`src/rtl/sc_life_event_ctrl_pkg.sv`:
```
// Shared definitions for the life event controller and its life counter.
package sc_life_event_ctrl_pkg;

    // Controller states
    typedef enum logic [2:0] {
        StOver,
        StClear,
        StGrace,
        StPlay,
        StHit,
        StCheck,
        StBonus
    } lifeState_e;

    // Commands on the counter's upcount input
    localparam logic [1:0] CMD_DEC  = 2'b10;
    localparam logic [1:0] CMD_INC  = 2'b01;
    localparam logic [1:0] CMD_IDLE = 2'b11;

    // Value the counter loads while clear is low
    localparam int unsigned LIFE_CLEAR_VALUE = 3;

    typedef struct packed {
        logic [1:0] upcount;
        logic       clear;     // active-low
        logic       gameover;
        logic       grace;
    } lifeOutputs_t;

    // Moore output decode: every output is a pure function of the state
    function automatic lifeOutputs_t decodeOutputs(lifeState_e st);
        lifeOutputs_t o;
        o.upcount  = CMD_IDLE;
        o.clear    = 1'b1;
        o.gameover = 1'b0;
        o.grace    = 1'b0;
        case (st)
            StOver:  o.gameover = 1'b1;
            StClear: o.clear    = 1'b0;
            StGrace: o.grace    = 1'b1;
            StHit:   o.upcount  = CMD_DEC;
            StBonus: o.upcount  = CMD_INC;
            default: ;
        endcase
        return o;
    endfunction

endpackage

```
`src/rtl/sc_life_event_ctrl_grace_timer.sv`:
```
// Post-respawn invulnerability timer: load arms it, done marks the final grace cycle.
module sc_life_grace_timer #(
    parameter int unsigned GRACE_CYCLES = 50_000_000
) (
    input  logic SC_upLIFECOUNTER_CLOCK_50,
    input  logic SC_upLIFECOUNTER_RESET_InHigh,
    input  logic load_InHigh,
    output logic done_OutHigh
);

    localparam int unsigned CntW = (GRACE_CYCLES > 0) ? $clog2(GRACE_CYCLES + 1) : 1;

    logic [CntW-1:0] graceCount;

    // Load on request, then count down and hold at zero
    always_ff @(posedge SC_upLIFECOUNTER_CLOCK_50 or posedge SC_upLIFECOUNTER_RESET_InHigh) begin
        if (SC_upLIFECOUNTER_RESET_InHigh) begin
            graceCount <= '0;
        end else if (load_InHigh) begin
            graceCount <= CntW'(GRACE_CYCLES);
        end else if (graceCount != '0) begin
            graceCount <= graceCount - CntW'(1);
        end
    end

    // The count reads 1 during the last grace cycle, so the FSM leaves exactly on time
    assign done_OutHigh = (graceCount <= CntW'(1));

endmodule

```
`src/rtl/sc_life_event_ctrl.sv`:
```
// Life event controller: turns collision/home events and new-game requests into
// single-cycle commands for the life counter, with a grace window after each respawn.
module sc_life_event_ctrl
    import sc_life_event_ctrl_pkg::*;
#(
    parameter int unsigned LIFE_DATAWIDTH = 8,
    parameter int unsigned MAX_LIVES      = 7,
    parameter int unsigned GRACE_CYCLES   = 50_000_000
) (
    input  logic                      SC_upLIFECOUNTER_CLOCK_50,
    input  logic                      SC_upLIFECOUNTER_RESET_InHigh,
    input  logic                      collision_InHigh,
    input  logic                      home_InHigh,
    input  logic                      newgame_InLow,
    input  logic [LIFE_DATAWIDTH-1:0] lives_InBUS,
    output logic [1:0]                upcount_OutBUS,
    output logic                      clear_OutLow,
    output logic                      gameover_OutHigh,
    output logic                      grace_OutHigh
);

    lifeState_e   state;
    lifeState_e   stateNext;
    lifeOutputs_t outs;

    logic collisionPrev;
    logic homePrev;
    logic collisionEdge;
    logic homeEdge;
    logic graceLoad;
    logic graceDone;
    logic livesZero;
    logic livesBelowMax;

    // One-cycle copies of the event levels for rising-edge detection
    always_ff @(posedge SC_upLIFECOUNTER_CLOCK_50 or posedge SC_upLIFECOUNTER_RESET_InHigh) begin
        if (SC_upLIFECOUNTER_RESET_InHigh) begin
            collisionPrev <= 1'b0;
            homePrev      <= 1'b0;
        end else begin
            collisionPrev <= collision_InHigh;
            homePrev      <= home_InHigh;
        end
    end

    assign collisionEdge = collision_InHigh & ~collisionPrev;
    assign homeEdge      = home_InHigh & ~homePrev;
    assign livesZero     = (lives_InBUS == '0);
    assign livesBelowMax = (lives_InBUS < LIFE_DATAWIDTH'(MAX_LIVES));

    // Next-state selection; a new-game request overrides everything except CLEAR
    always_comb begin
        stateNext = state;
        case (state)
            StOver: begin
                if (!newgame_InLow) stateNext = StClear;
            end
            StClear: begin
                stateNext = StGrace;
            end
            StGrace: begin
                if (!newgame_InLow)  stateNext = StClear;
                else if (graceDone)  stateNext = StPlay;
            end
            StPlay: begin
                // Zero lives while playing can only come from outside; end the game
                // rather than decrementing past zero
                if (!newgame_InLow)                  stateNext = StClear;
                else if (livesZero)                  stateNext = StOver;
                else if (collisionEdge)              stateNext = StHit;
                else if (homeEdge && livesBelowMax)  stateNext = StBonus;
            end
            StHit: begin
                if (!newgame_InLow) stateNext = StClear;
                else                stateNext = StCheck;
            end
            StCheck: begin
                if (!newgame_InLow) stateNext = StClear;
                else if (livesZero) stateNext = StOver;
                else                stateNext = StGrace;
            end
            StBonus: begin
                if (!newgame_InLow) stateNext = StClear;
                else                stateNext = StPlay;
            end
            default: stateNext = StOver;
        endcase
    end

    // Arm the grace timer on every entry into GRACE
    assign graceLoad = (stateNext == StGrace) && (state != StGrace);

    // State register with outputs registered alongside it from the next state
    always_ff @(posedge SC_upLIFECOUNTER_CLOCK_50 or posedge SC_upLIFECOUNTER_RESET_InHigh) begin
        if (SC_upLIFECOUNTER_RESET_InHigh) begin
            state <= StOver;
            outs  <= decodeOutputs(StOver);
        end else begin
            state <= stateNext;
            outs  <= decodeOutputs(stateNext);
        end
    end

    sc_life_grace_timer #(
        .GRACE_CYCLES (GRACE_CYCLES)
    ) u_grace_timer (
        .SC_upLIFECOUNTER_CLOCK_50     (SC_upLIFECOUNTER_CLOCK_50),
        .SC_upLIFECOUNTER_RESET_InHigh (SC_upLIFECOUNTER_RESET_InHigh),
        .load_InHigh                   (graceLoad),
        .done_OutHigh                  (graceDone)
    );

    assign upcount_OutBUS   = outs.upcount;
    assign clear_OutLow     = outs.clear;
    assign gameover_OutHigh = outs.gameover;
    assign grace_OutHigh    = outs.grace;

endmodule

```
`config.mk`:
```
export PLATFORM = sky130hd
export DESIGN_NAME = sc_life_event_ctrl
export DESIGN_NICKNAME = d
export VERILOG_FILES = /design/src/rtl/sc_life_event_ctrl_pkg.sv /design/src/rtl/sc_life_event_ctrl_grace_timer.sv /design/src/rtl/sc_life_event_ctrl.sv
export SDC_FILE = /design/constraint.sdc
export NUM_CORES = 1
export LEC_CHECK = 0
export ABC_AREA = 1
export CAP_MARGIN = 20
export CORE_MARGIN = 4
export CORE_UTILIZATION = 62
export CTS_CLUSTER_DIAMETER = 150
export CTS_CLUSTER_SIZE = 40
export DETAILED_ROUTE_END_ITERATION = 16
export HOLD_SLACK_MARGIN = 0.05
export PLACE_DENSITY_LB_ADDON = 0.05
export SLEW_MARGIN = 20
export SYNTH_ARGS = -nofsm -noshare
export SYNTH_HDL_FRONTEND = slang
export SYNTH_SLANG_ARGS = --single-unit
```
`constraint.sdc`:
```
create_clock -name SC_upLIFECOUNTER_CLOCK_50 -period 4.14 [get_ports SC_upLIFECOUNTER_CLOCK_50]
set_clock_uncertainty 0.05 [all_clocks]
set_input_delay 0.828 -clock SC_upLIFECOUNTER_CLOCK_50 [delete_from_list [all_inputs] [get_ports SC_upLIFECOUNTER_CLOCK_50]]
set_output_delay 0.828 -clock SC_upLIFECOUNTER_CLOCK_50 [all_outputs]
set_load 0.02 [all_outputs]
```
---- After elaboration in Yosys (flattened, before gate mapping) ----
Index checks and enable logic that the tools add are counted.
operators by class
  $add $sub $neg .......................... 1
  magnitude comparators ................... 2
  multiplexer cells ....................... 18
  bitwise operators ....................... 4
  eq/ne operators ......................... 11
  reduce and logical (&&, ||, !) cells .... 7
operator list
  cell                                                    number
  2-to-1 mux 26 bit                                       2
  <= comparator 26 x 1 -> 1 bit (second input constant)   1
  nonzero test 26 bit                                     1
  subtractor 26 x 1 -> 26 bit (second input constant)     1
  2-to-1 mux 3 bit                                        8
  case mux 3 bit (7 select lines)                         1
  equality test 3 bit (second input constant)             5
  equality test 3 x 2 -> 1 bit (second input constant)    3
  zero test 8 bit                                         1
  < comparator 8 x 3 -> 1 bit (second input constant)     1
  equality test 3 x 1 -> 1 bit (second input constant)    2
  zero test 3 bit                                         2
  2-to-1 mux 2 bit                                        3
  case mux 2 bit (2 select lines)                         1
  2-to-1 mux 1 bit                                        3
  inequality test 3 x 2 -> 1 bit (second input constant)  1
  bitwise AND 1 bit                                       2
  logical AND 1 bit                                       2
  NOT 1 bit                                               2
  nonzero test 2 bit                                      1
storage, ports and cells
  output and inout port bits .............. 5
  logic and storage cells ................. 51
  register bits after elaboration ......... 36

---- Depth between registers and ports, before layout ----
Gate-level depths: netlist of the first run.
  depth in word-level cells ............... 11
  depth in mapped cells ................... 14
  depth with buffers taken out ............ 13

---- By module ----
Synthesis of the first run repeated with hierarchy kept, for this count alone.
second synthesis, totals
  cells, all modules ...................... 341
  area total of the unflattened synthesis .. 2301.0 µm²
modules (own cells, without submodules)
  module               area each (µm²)  instances  cells each  sequential area each (µm²)
  sc_life_grace_timer  1729.2           1          259         650.6
  sc_life_event_ctrl   571.8            1          82          255.2

---- Worst setup path after synthesis of the first run ----
No wires, ideal clock.
  kind .................................... input to register
  start point ............................. input port lives_InBUS[5]
  end point ............................... register u_grace_timer.graceCount[3]
  required time ........................... 3.962 ns
  setup time .............................. 0.128 ns
  stages .................................. 9
  path slack .............................. 1.995 ns
  buffers on the path ..................... 1
  arrival time ............................ 1.968 ns
  path through ............................ nor2_1 > nand2_1 > nor2_1 > nor2_1 > a31oi_2 > nand4_2 > nor2_4 > buf_12 > nor2_4
between the ends
  word-level cells in the longest chain between the ends .. 10
ends and longest elaborated chain
  what                                                     line                                  text
  start, declared                                          sc_life_event_ctrl.sv:15              input logic [LIFE_DATAWIDTH-1:0] lives_InBUS,
  < comparator 8 x 3 -> 1 bit                              sc_life_event_ctrl.sv:49              assign livesBelowMax = (lives_InBUS < LIFE_DATAWIDTH'(MAX_LIVES));
  logical AND 1 bit                                        sc_life_event_ctrl.sv:71              else if (homeEdge && livesBelowMax) stateNext = StBonus;
  2-to-1 mux 3 bit                                         sc_life_event_ctrl.sv:71
  2-to-1 mux 3 bit                                         sc_life_event_ctrl.sv:70              else if (collisionEdge) stateNext = StHit;
  2-to-1 mux 3 bit                                         sc_life_event_ctrl.sv:69              else if (livesZero) stateNext = StOver;
  2-to-1 mux 3 bit                                         sc_life_event_ctrl.sv:68              if (!newgame_InLow) stateNext = StClear;
  case mux 3 bit (7 select lines) (*)                      sc_life_event_ctrl.sv:54              case (state)
  equality test 3 x 2 -> 1 bit (*)                         sc_life_event_ctrl.sv:91              assign graceLoad = (stateNext == StGrace) && (state != StGrace);
  logical AND 1 bit (*)                                    sc_life_event_ctrl.sv:91
  2-to-1 mux 26 bit or nonzero test 2 bit (tied branches)  -
  end signal, assigned                                     sc_life_event_ctrl_grace_timer.sv:20  graceCount <= CntW'(GRACE_CYCLES);
  end signal, assigned                                     sc_life_event_ctrl_grace_timer.sv:22  graceCount <= graceCount - CntW'(1);
  end, declared                                            sc_life_event_ctrl_grace_timer.sv:13  logic [CntW-1:0] graceCount;
Every way passes the cells marked *; elsewhere a longest branch is shown, timed or not.
A chain may end at the register's enable or synchronous reset.

---- Worst setup path after layout of the first run ----
  start point ............................. input port lives_InBUS[1]
  end point ............................... register u_grace_timer.graceCount[16]
The elaborated chain is that of the path after synthesis.

==> results of run 1 <==
==> synthesized netlist by cell type (2+ instances only) <==
library cell / instances / share of area (%)
dfrtp_1: 32 / 36
ha_1: 2 / 1.1
nand3_1: 11 / 2.5
nor2_4: 14 / 7.1
nor2_2: 10 / 2.8
nor2_1: 41 / 7.0
inv_1: 30 / 5.1
nand4_1: 3 / 0.85
xor2_1: 14 / 5.5
nor3_1: 6 / 1.4
nor3_2: 3 / 1.4
nor4_1: 2 / 0.57
nand2_2: 19 / 5.4
xnor2_1: 7 / 2.8
nand4_2: 2 / 1.1
nand2_4: 2 / 1.0
a21oi_1: 2 / 0.45
nand2_1: 34 / 5.8
inv_2: 4 / 0.68
dfstp_2: 4 / 4.8
o21ai_0: 7 / 1.6
==> state kept, by name, indices dropped and copies added, names as in the netlist <==
register	flops
collisionPrev	1
clear_OutLow	1
upcount_OutBUS	2
gameover_OutHigh	1
state	3
u_grace_timer.graceCount	26
homePrev	1
grace_OutHigh	1
==> layer usage <==
layer  vias to the layer above  global-route usage [%]  part of all wire [%]
met5                         -                       0                     0
met4                         0                   8.354                   1.9
met3                         8                   4.659                   3.3
met2                        23                   35.97                    51
met1                       781                   23.63                    44
li1                        852                       -                     -
==> power by group <==
part | switching [uW] | internal, uW | total, uW
clock | 119 | 126 | 245
combinational | 429 | 238 | 667
sequential | 66.0 | 437 | 503
total | 614 | 800 | 1410
==> worst max path at each step <==
| stage | startpoint | to | slack [ps] | cells past startpoint |
|---|---|---|---|---|
| after floorplan | lives_InBUS[5] | u_grace_timer.graceCount[3] | 1990 | 9 |
| after global placement | lives_InBUS[7] | u_grace_timer.graceCount[24] | 1190 | 9 |
| after detailed placement | lives_InBUS[7] | u_grace_timer.graceCount[16] | 1100 | 9 |
| after CTS | lives_InBUS[7] | u_grace_timer.graceCount[16] | 1480 | 9 |
| after global routing | lives_InBUS[2] | u_grace_timer.graceCount[16] | 1340 | 9 |
| final | lives_InBUS[1] | u_grace_timer.graceCount[16] | 1500 | 9 |
==> layout make-up <==
class | instances | area share (%)
sequential | 36 | 36.29
timing repair buffer | 18 | 7.118
clock inverter | 3 | 1.704
clock buffer | 5 | 1.504
inverter | 34 | 5.113
tap | 46 | 2.306
multi-input combinational | 187 | 45.96
==> metrics by stage <==
step                hold slack [ps]  power, uW
global route                  532.7       1529
detailed placement            474.7       1181
floorplan                     443.5       1092
global placement              466.2       1172
CTS                           502.9       1429
finish                        507.6       1414
==> cells by family after synthesis <==
| kind of cell | after synthesis |
|---|---|
| adder cells (fa/ha/maj) | 2 |
| buffers and inverters | 36 |
| XOR/XNOR | 21 |
| AND/OR/NAND/NOR | 151 |
| AO/OA/AOI/OAI | 13 |
| flip-flops | 36 |
==> worst max-delay path, cell delays in order <==
cell	delay, ps
clkdlybuf4s50_1	420
nor2_1	110
nand2_1	60
nor2_1	120
nor2_1	80
a31oi_2	310
nand4_2	190
nor2_4	590
nor2_1	90
==> flow_metrics.tcl, run 1 <==
set metrics [dict create \
    ys_seq_area_share_pct 40.95 \
    synth_edf_count 0 \
    cts_tree "built" \
    final_common_cell "nor2_1" \
    dieArea_mm2 0.004587 \
    io_pins 18 \
    synth_compound_area_share_pct 3.563 \
    synthSimpleGateAreaFrac_pct 38.86 \
    slew_violations 0 \
    final_cell_area_mm2 0.002496 \
    area_growth_pct 12.84 \
    r2r-end "u_grace_timer.graceCount[16]" \
    drc 0 \
    synthCells 259 \
    cts_made_buffers 5 \
    cts_resized 0 \
    dp_hpwl_mm 2.967 \
    synth_fa_ha_area_share_pct 1.131 \
    synthFlopType "dfrtp_1" \
    core_mm2 0.003390 \
    layout_common_cells "nor2_1 (41), nand2_1 (34), dfrtp_1 (32)" \
    syn-mean-instance-area_um2 8.541 \
    grt_pass1_wl_mm 6.913 \
    p_per_area_mw_per_mm2 566.5 \
    num_rows 21 \
    synth.distinct_cells 31 \
    die-width_um 67.73 \
    n_fill_cell 266 \
    wl_mm 3.842 \
    cts_setup_buffers 0 \
    grt_pass1_vias 1634 \
    wl_per_cell_um 11.68 \
    hp-class "register to register" \
    clk_pin_slew_ps 110 \
    ys_async_sr_fraction_pct 100.0 \
    min_from "u_grace_timer.graceCount[25]" \
    cp_data_arrival_time_ps 2800 \
    die_h_um 67.73 \
    status "finished clean" \
    hold_depth 2 \
    synth_xor_xnor_area_share_pct 8.314 \
    syn-num-nets 274 \
    power.leakage_uw 0.001071 \
    clk_path_buf_depth 2 \
    overflow 0 \
    hold_viol_final 0 \
    ctsHoldBuffers 0 \
    fin_nets 297 \
    antenna_found_initial 0 \
    tightest_slew_ps 724.0 \
    crit_type "input port to register" \
    timing.rr.start "u_grace_timer.graceCount[0]" \
    setup.worst_path.end_class "register" \
    reg2reg_slack_ps 1870 \
    antenna_cells 0 \
    setup_viol 0 \
    ant_nets 0 \
    yosys_warnings 0 \
    clock_latency_ps 350 \
    min_period_ps 2640 \
    seq_area_um2 905.9 \
    placed_cells 321 \
    tns_ps 0 \
    start_kind "input port" \
    fin_util_pct 73.64 \
    cts_root_buffer "clkbuf_4" \
    grtUsageTotal_pct 20.41 \
    drv_cap 0 \
    numPortBuffers 17 \
    grt_max_degree 30 \
    synthMuxAreaShare_pct 0 \
    synth-seq-cells 36 \
    slew_headroom_pct 51.62 \
    route.vias.total 1664 \
    reg2regPathDepth 12 \
    start_util_pct 65.26 \
    critPathRequiredTime_ps 4290 \
    place.gp.congestion 0.7709 \
    fin_ws_ps 1500 \
    multi_input_area_mm2 0.001147 \
    dr.first_iter.drc_count 50 \
    netlist_area_mm2 0.002212 \
    fmax_ghz 0.3787 \
    instances_no_fill 329 \
    dp_slack_ps 1103 \
    hold_end "u_grace_timer.graceCount[25]" \
    htreeDepth 2 \
    placed_area_mm2 0.002416 \
    cts_sinks 36 \
    drive_gt1_share_pct 25.44 \
    worstPathMaxFanout 14 \
    rsz0062_at_grt "no" \
    drt_first_pass_iters 5 \
    synth_top_family_by_area "simple AND/OR/NAND/NOR gates" \
    min_period_over_period_pct 63.78 \
    peakVddDrop_v 0.0004150 \
    via_per_inst 5.058 \
]
No activity file was read; power rests on OpenSTA's default activity.
==> inputs of run 2 (changes only) <==
--- a/config.mk
+++ b/config.mk
@@ -8,7 +8,7 @@
 export ABC_AREA = 1
 export CAP_MARGIN = 20
 export CORE_MARGIN = 4
-export CORE_UTILIZATION = 62
+export CORE_UTILIZATION = 52
 export CTS_CLUSTER_DIAMETER = 150
 export CTS_CLUSTER_SIZE = 40
 export DETAILED_ROUTE_END_ITERATION = 16
==> constraint.sdc (replaced) <==
create_clock -name SC_upLIFECOUNTER_CLOCK_50 -period 2.17 [get_ports SC_upLIFECOUNTER_CLOCK_50]
set_clock_uncertainty 0.05 [all_clocks]
set_input_delay 0.434 -clock SC_upLIFECOUNTER_CLOCK_50 [delete_from_list [all_inputs] [get_ports SC_upLIFECOUNTER_CLOCK_50]]
set_output_delay 0.434 -clock SC_upLIFECOUNTER_CLOCK_50 [all_outputs]
set_load 0.02 [all_outputs]
==> flow_metrics.tcl, run 2 (synthesis results as in run 1) <==
set metrics [dict create \
    status "finished clean" \
    p_per_area_mw_per_mm2 1148 \
    fmax_ghz 0.5168 \
    slew_violations 0 \
    drive_gt1_share_pct 26.55 \
    cts_made_buffers 5 \
    crit_type "register to register" \
    cts_root_buffer "clkbuf_8" \
    swShare_pct 40.35 \
    wl_mm 3.813 \
    die_h_um 73.23 \
    reg2reg_slack_ps 240 \
    instances_no_fill 340 \
    n_fill_cell 338 \
    crit_start "u_grace_timer.graceCount[0]" \
    dieArea_mm2 0.005362 \
    reg2regPathDepth 10 \
    cp_data_arrival_time_ps 2070 \
    min_period_over_period_pct 89.17 \
    grt_pass1_vias 1593 \
    timing.rr.start "u_grace_timer.graceCount[0]" \
    min_period_ps 1935 \
    final_cell_area_mm2 0.002606 \
    hp-class "input port to asynchronous set/reset pin" \
    area_growth_pct 17.82 \
    route.vias.total 1643 \
    clk_pin_slew_ps 70 \
    largest_register "u_grace_timer.graceCount" \
    cts_resized 0 \
    drt_first_pass_iters 4 \
    ctsHoldBuffers 0 \
    drv_cap 0 \
    setup.worst_path.end_class "register" \
    tightest_slew_ps 456.1 \
    comb_power_share_pct 48.9 \
    fin_ws_ps 235.0 \
    num_rows 23 \
    cts_tree "built" \
    layout_common_cells "nor2_1 (41), nand2_1 (34), dfrtp_1 (32)" \
    totalPowerFinal_uw 2991 \
    worstPathMaxFanout 7 \
    ant_nets 0 \
    antenna_cells 0 \
    cp-endpoint "u_grace_timer.graceCount[14]" \
    final_common_cell "nor2_1" \
    critPathRequiredTime_ps 2300 \
    antenna_found_initial 0 \
    grt_pass1_wl_mm 6.893 \
    fin_nets 304 \
    core_mm2 0.004058 \
    wl_per_cell_um 11.21 \
    placed_area_mm2 0.002499 \
    grt_max_degree 37 \
    dr.first_iter.drc_count 83 \
    clock_latency_ps 290 \
    dp_hpwl_mm 2.967 \
    grtUsageTotal_pct 16.85 \
    die-width_um 73.23 \
    drc 0 \
    power.leakage_uw 0.001128 \
    placed_cells 332 \
    htreeDepth 2 \
    place.gp.congestion 0.8656 \
    peakVddDrop_v 0.0006741 \
    dp_slack_ps -33.64 \
    numPortBuffers 17 \
    cts_setup_buffers 0 \
    via_per_inst 4.832 \
    slew_headroom_pct 69.59 \
    largest_register_ffs 26 \
    p_switching_uw 1207 \
    cts_sinks 36 \
    rsz0062_at_grt "no" \
    io_pins 18 \
    overflow 0 \
    clk_path_buf_depth 2 \
    start_kind "register" \
    p_int_uw 1784 \
    seq_power_share_pct 31.9 \
    r2r-end "u_grace_timer.graceCount[14]" \
    hold_viol_final 0 \
    setup_viol 0 \
    power.clock.fraction_pct 19.2 \
    start_util_pct 54.52 \
]
run 2: cell types whose count changed in the layout (fill, tap and decap cells not counted), sizes merged:
cell      delta
buf          +7
clkbuf       +1
clkinvlp     -1
run 2: layer usage:
metal	track usage [%]	part of all wire, %	vias up
li1	-	-	863
met1	20.76	47	746
met2	27.51	47	27
met3	4.683	4.0	7
met4	7.172	2.0	0
met5	0	0	-
run 2: through the flow:
stage                     setup TNS (ps)  util [%]  hold slack (ps)
final                                  0     64.23            492.9
after global routing                   0     64.23            531.3
after CTS                              0     64.23            507.1
after detailed placement          -284.2     61.58            480.7
after global placement            -157.5     61.58            481.1
after floorplan                        0         -            415.4
run 2: power groups by stage:
stage	sequential (uW)	clock, uW	combinational (uW)
2_1_floorplan	978	0	1110
3_3_place_gp	965	0	1460
3_5_place_dp	967	0	1470
4_1_cts	956	594	1480
5_1_grt	977	619	1630
6_report	955	575	1460
run 2: worst min-delay path by stage:
stage / cells after the start / slack [ps] / to / startpoint
3_5_place_dp: 2 / 480 / u_grace_timer.graceCount[25] / u_grace_timer.graceCount[25]
4_1_cts: 3 / 510 / u_grace_timer.graceCount[4] / SC_upLIFECOUNTER_RESET_InHigh
2_1_floorplan: 0 / 420 / collisionPrev / collision_InHigh
5_1_grt: 2 / 530 / u_grace_timer.graceCount[25] / u_grace_timer.graceCount[25]
6_report: 3 / 490 / u_grace_timer.graceCount[3] / SC_upLIFECOUNTER_RESET_InHigh
3_3_place_gp: 2 / 480 / u_grace_timer.graceCount[7] / u_grace_timer.graceCount[7]
run 2: area by class of cell:
cell class,instances,area [um^2],share of cell area [%]
clock buffer,6,72.57,2.784
timing repair buffer,25,255.2,9.794
inverter,34,127.6,4.897
sequential,36,905.9,34.76
clock inverter,2,35.03,1.344
multi-input combinational,187,1147,44.02
tap,50,62.56,2.400
run 2: worst max-delay path, cell delays in order, from the launching register on:
cell     delay [ps]
dfrtp_1         380
inv_1            70
ha_1            230
nand2_2         120
nor2_4           60
nand2_4         110
nor2_8           50
nor3_1          310
nand4_1         190
xor2_1          190
nand2_2          60
==> inputs of run 3 (changes only) <==
--- a/config.mk
+++ b/config.mk
@@ -17,4 +17,5 @@
 export SLEW_MARGIN = 20
 export SYNTH_ARGS = -nofsm -noshare
 export SYNTH_HDL_FRONTEND = slang
+export SYNTH_HIERARCHICAL = 1
 export SYNTH_SLANG_ARGS = --single-unit
==> flow_metrics.tcl, run 3 <==
set metrics [dict create \
    status "complete, but fails checks" \
    failed_checks "setup timing" \
    drv_cap 0 \
    num_rows 23 \
    comb_power_share_pct 54.6 \
    clk_path_buf_depth 2 \
    p_int_uw 2005 \
    cts_root_buffer "clkbuf_8" \
    min_period_ps 2192 \
    instances_no_fill 460 \
    p_switching_uw 1470 \
    synthFlopType "dfrtp_1" \
    die-width_um 74.52 \
    place.gp.congestion 0.9518 \
    area_growth_pct 38.01 \
    fmax_ghz 0.4562 \
    dp_hpwl_mm 4.638 \
    core_mm2 0.004144 \
    tns_ps -117.9 \
    grtUsageTotal_pct 24.63 \
    clk_pin_slew_ps 80 \
    largest_register_ffs 26 \
    synth_xor_xnor_area_share_pct 0.3806 \
    slew_violations 0 \
    setup_viol 10 \
    critPathRequiredTime_ps 2310 \
    synth-seq-cells 36 \
    setup.worst_path.end_class "register" \
    timing.rr.start "u_grace_timer/graceCount[1]" \
    ys_async_sr_fraction_pct 100.0 \
    power.clock.fraction_pct 17.2 \
    io_pins 18 \
    wl_per_cell_um 14.04 \
    tightest_slew_ps 371.5 \
    synth_top_family_by_area "simple AND/OR/NAND/NOR gates" \
    route.vias.total 2412 \
    antenna_cells 0 \
    final_common_cell "nand2_1" \
    multi_input_area_mm2 0.001316 \
    seq_power_share_pct 28.2 \
    die_h_um 74.52 \
    largest_register "u_grace_timer/graceCount" \
    final_cell_area_mm2 0.003176 \
    synth.distinct_cells 28 \
    dieArea_mm2 0.005553 \
    wl_mm 6.458 \
    grt_pass1_wl_mm 10.29 \
    numPortBuffers 17 \
    drc 0 \
    worstPathMaxFanout 7 \
    yosysTopAreaCell "dfrtp_1" \
    start_kind "register" \
    drt_first_pass_iters 5 \
    cts_made_buffers 5 \
    yosysMostFrequentCell "nand2_1" \
    reg2regPathDepth 18 \
    slew_headroom_pct 75.21 \
    ctsHoldBuffers 0 \
    n_fill_cell 297 \
    htreeDepth 2 \
    synthMuxAreaShare_pct 0 \
    start_util_pct 55.53 \
    synth_area_leaders "dfrtp_1 (35%), nand2_1 (14%), nor2_1 (10%)" \
    r2r-end "u_grace_timer/graceCount[0]" \
    ys_seq_area_share_pct 39.37 \
    p_per_area_mw_per_mm2 1094 \
    clock_latency_ps 300 \
    synth_edf_count 0 \
    synth_fa_ha_area_share_pct 1.088 \
    via_per_inst 5.243 \
    fin_nets 424 \
    grt_pass1_vias 2287 \
    grt_max_degree 27 \
    placed_cells 444 \
    yosys_warnings 6 \
    totalPowerFinal_uw 3475 \
    ant_nets 0 \
    cp_data_arrival_time_ps 2330 \
    fin_ws_ps -21.84 \
    synth_top_area_share_pct 34.80 \
    syn-num-nets 356 \
    placed_area_mm2 0.002823 \
    peakVddDrop_v 0.0009725 \
    reg2reg_slack_ps -20 \
    layout_common_cells "nand2_1 (79), inv_1 (50), nor2_1 (50)" \
    cts_tree "built" \
    crit_type "register to register" \
    dp_slack_ps -117.1 \
    min_period_over_period_pct 101.0 \
    rsz0062_at_grt "yes" \
    seq_area_um2 905.9 \
    netlist_top_cells_count "nand2_1 (85), nor2_1 (61), inv_1 (53)" \
    syn-mean-instance-area_um2 6.748 \
    swShare_pct 42.29 \
    synth_compound_area_share_pct 3.263 \
    synthSimpleGateAreaFrac_pct 45.24 \
    drive_gt1_share_pct 31.22 \
    power.leakage_uw 0.001596 \
    hold_viol_final 0 \
    synthCells 341 \
    crit_start "u_grace_timer/graceCount[1]" \
    overflow 0 \
    dr.first_iter.drc_count 205 \
    antenna_found_initial 0 \
    hp-class "input port to asynchronous set/reset pin" \
    netlist_area_mm2 0.002301 \
    cts_sinks 36 \
]
[run 3: cell count changes in the layout (fill, tap and decap cells not counted), moves of 6 or more]
cell     previous run  this run
nand3_1            11        26
o21ai_0             7         1
nand2_2            19        10
inv_1              30        50
nor2_2             10        16
buf_4               6        42
xnor2_1             7         0
nand3_2             1         7
nand4_1             3        15
nor2_4             14         8
nor2_1             41        50
xor2_1             14         1
nand2_1            34        79
[run 3: what timing repair did]
| action | 4_1_cts | 5_1_grt |
|---|---|---|
| setup endpoints to repair | 26 | 26 |
| gates resized for setup | 21 | 30 |
| pin swaps | 18 | 27 |
| setup buffers | 3 | 5 |
[run 3: worst max-delay path, stage by stage, from the launching register on]
cell      delay, ps
dfrtp_1         360
inv_2            60
buf_4           140
ha_2            150
nand2_1          70
nor2_1           50
nand3_1          80
nand2_1          80
inv_1            60
o21ai_1          60
nand2_1          70
nand2_2          60
nor2_4          140
nand3_4         100
nor2_4          160
clkinv_4        130
buf_6           150
nand3_2          70
o21ai_2          50
[run 3: kinds of logic after synthesis]
kind of cell,Yosys count
flops,36
fa+ha+maj,2
xor+xnor,1
buf+inv,63
simple gates,224
compound gates,15
[run 3: worst max path at each step]
stage,end,slack [ps]
finish,u_grace_timer/graceCount[0],-20
detailed placement,u_grace_timer/graceCount[11],-120
floorplan,u_grace_timer/graceCount[10],10
global route,u_grace_timer/graceCount[7],-180
global placement,u_grace_timer/graceCount[9],-40
CTS,u_grace_timer/graceCount[24],-10
[run 3: per-layer routing]
metal	global-route usage, %	share of wire [%]	vias to the layer above
li1	-	-	1195
met1	34.30	43	1114
met2	38.54	48	90
met3	5.270	7.2	13
met4	7.510	2.0	0
met5	0	0	-
[run 3: layout make-up]
| type | count | area share [%] |
|---|---|---|
| clock buffer | 5 | 2.167 |
| tap | 50 | 1.970 |
| clock inverter | 3 | 1.340 |
| inverter | 60 | 7.486 |
| sequential | 36 | 28.53 |
| multi-input combinational | 242 | 41.45 |
| timing repair buffer | 64 | 17.06 |
[run 3: metrics by stage]
step | hold WS, ps | utilization, %
finish | 379.5 | 76.63
global route | 429.8 | 76.63
CTS | 392.8 | 72.95
detailed placement | 487.8 | 68.12
global placement | 479.1 | 68.12
floorplan | 221.3 | -
[run 3: power groups by stage]
stage	combinational (uW)	clock (uW)	sequential (uW)
2_1_floorplan	918	0	1000
3_3_place_gp	1530	0	978
3_5_place_dp	1540	0	980
4_1_cts	1670	606	973
5_1_grt	2080	639	1000
6_report	1900	599	980
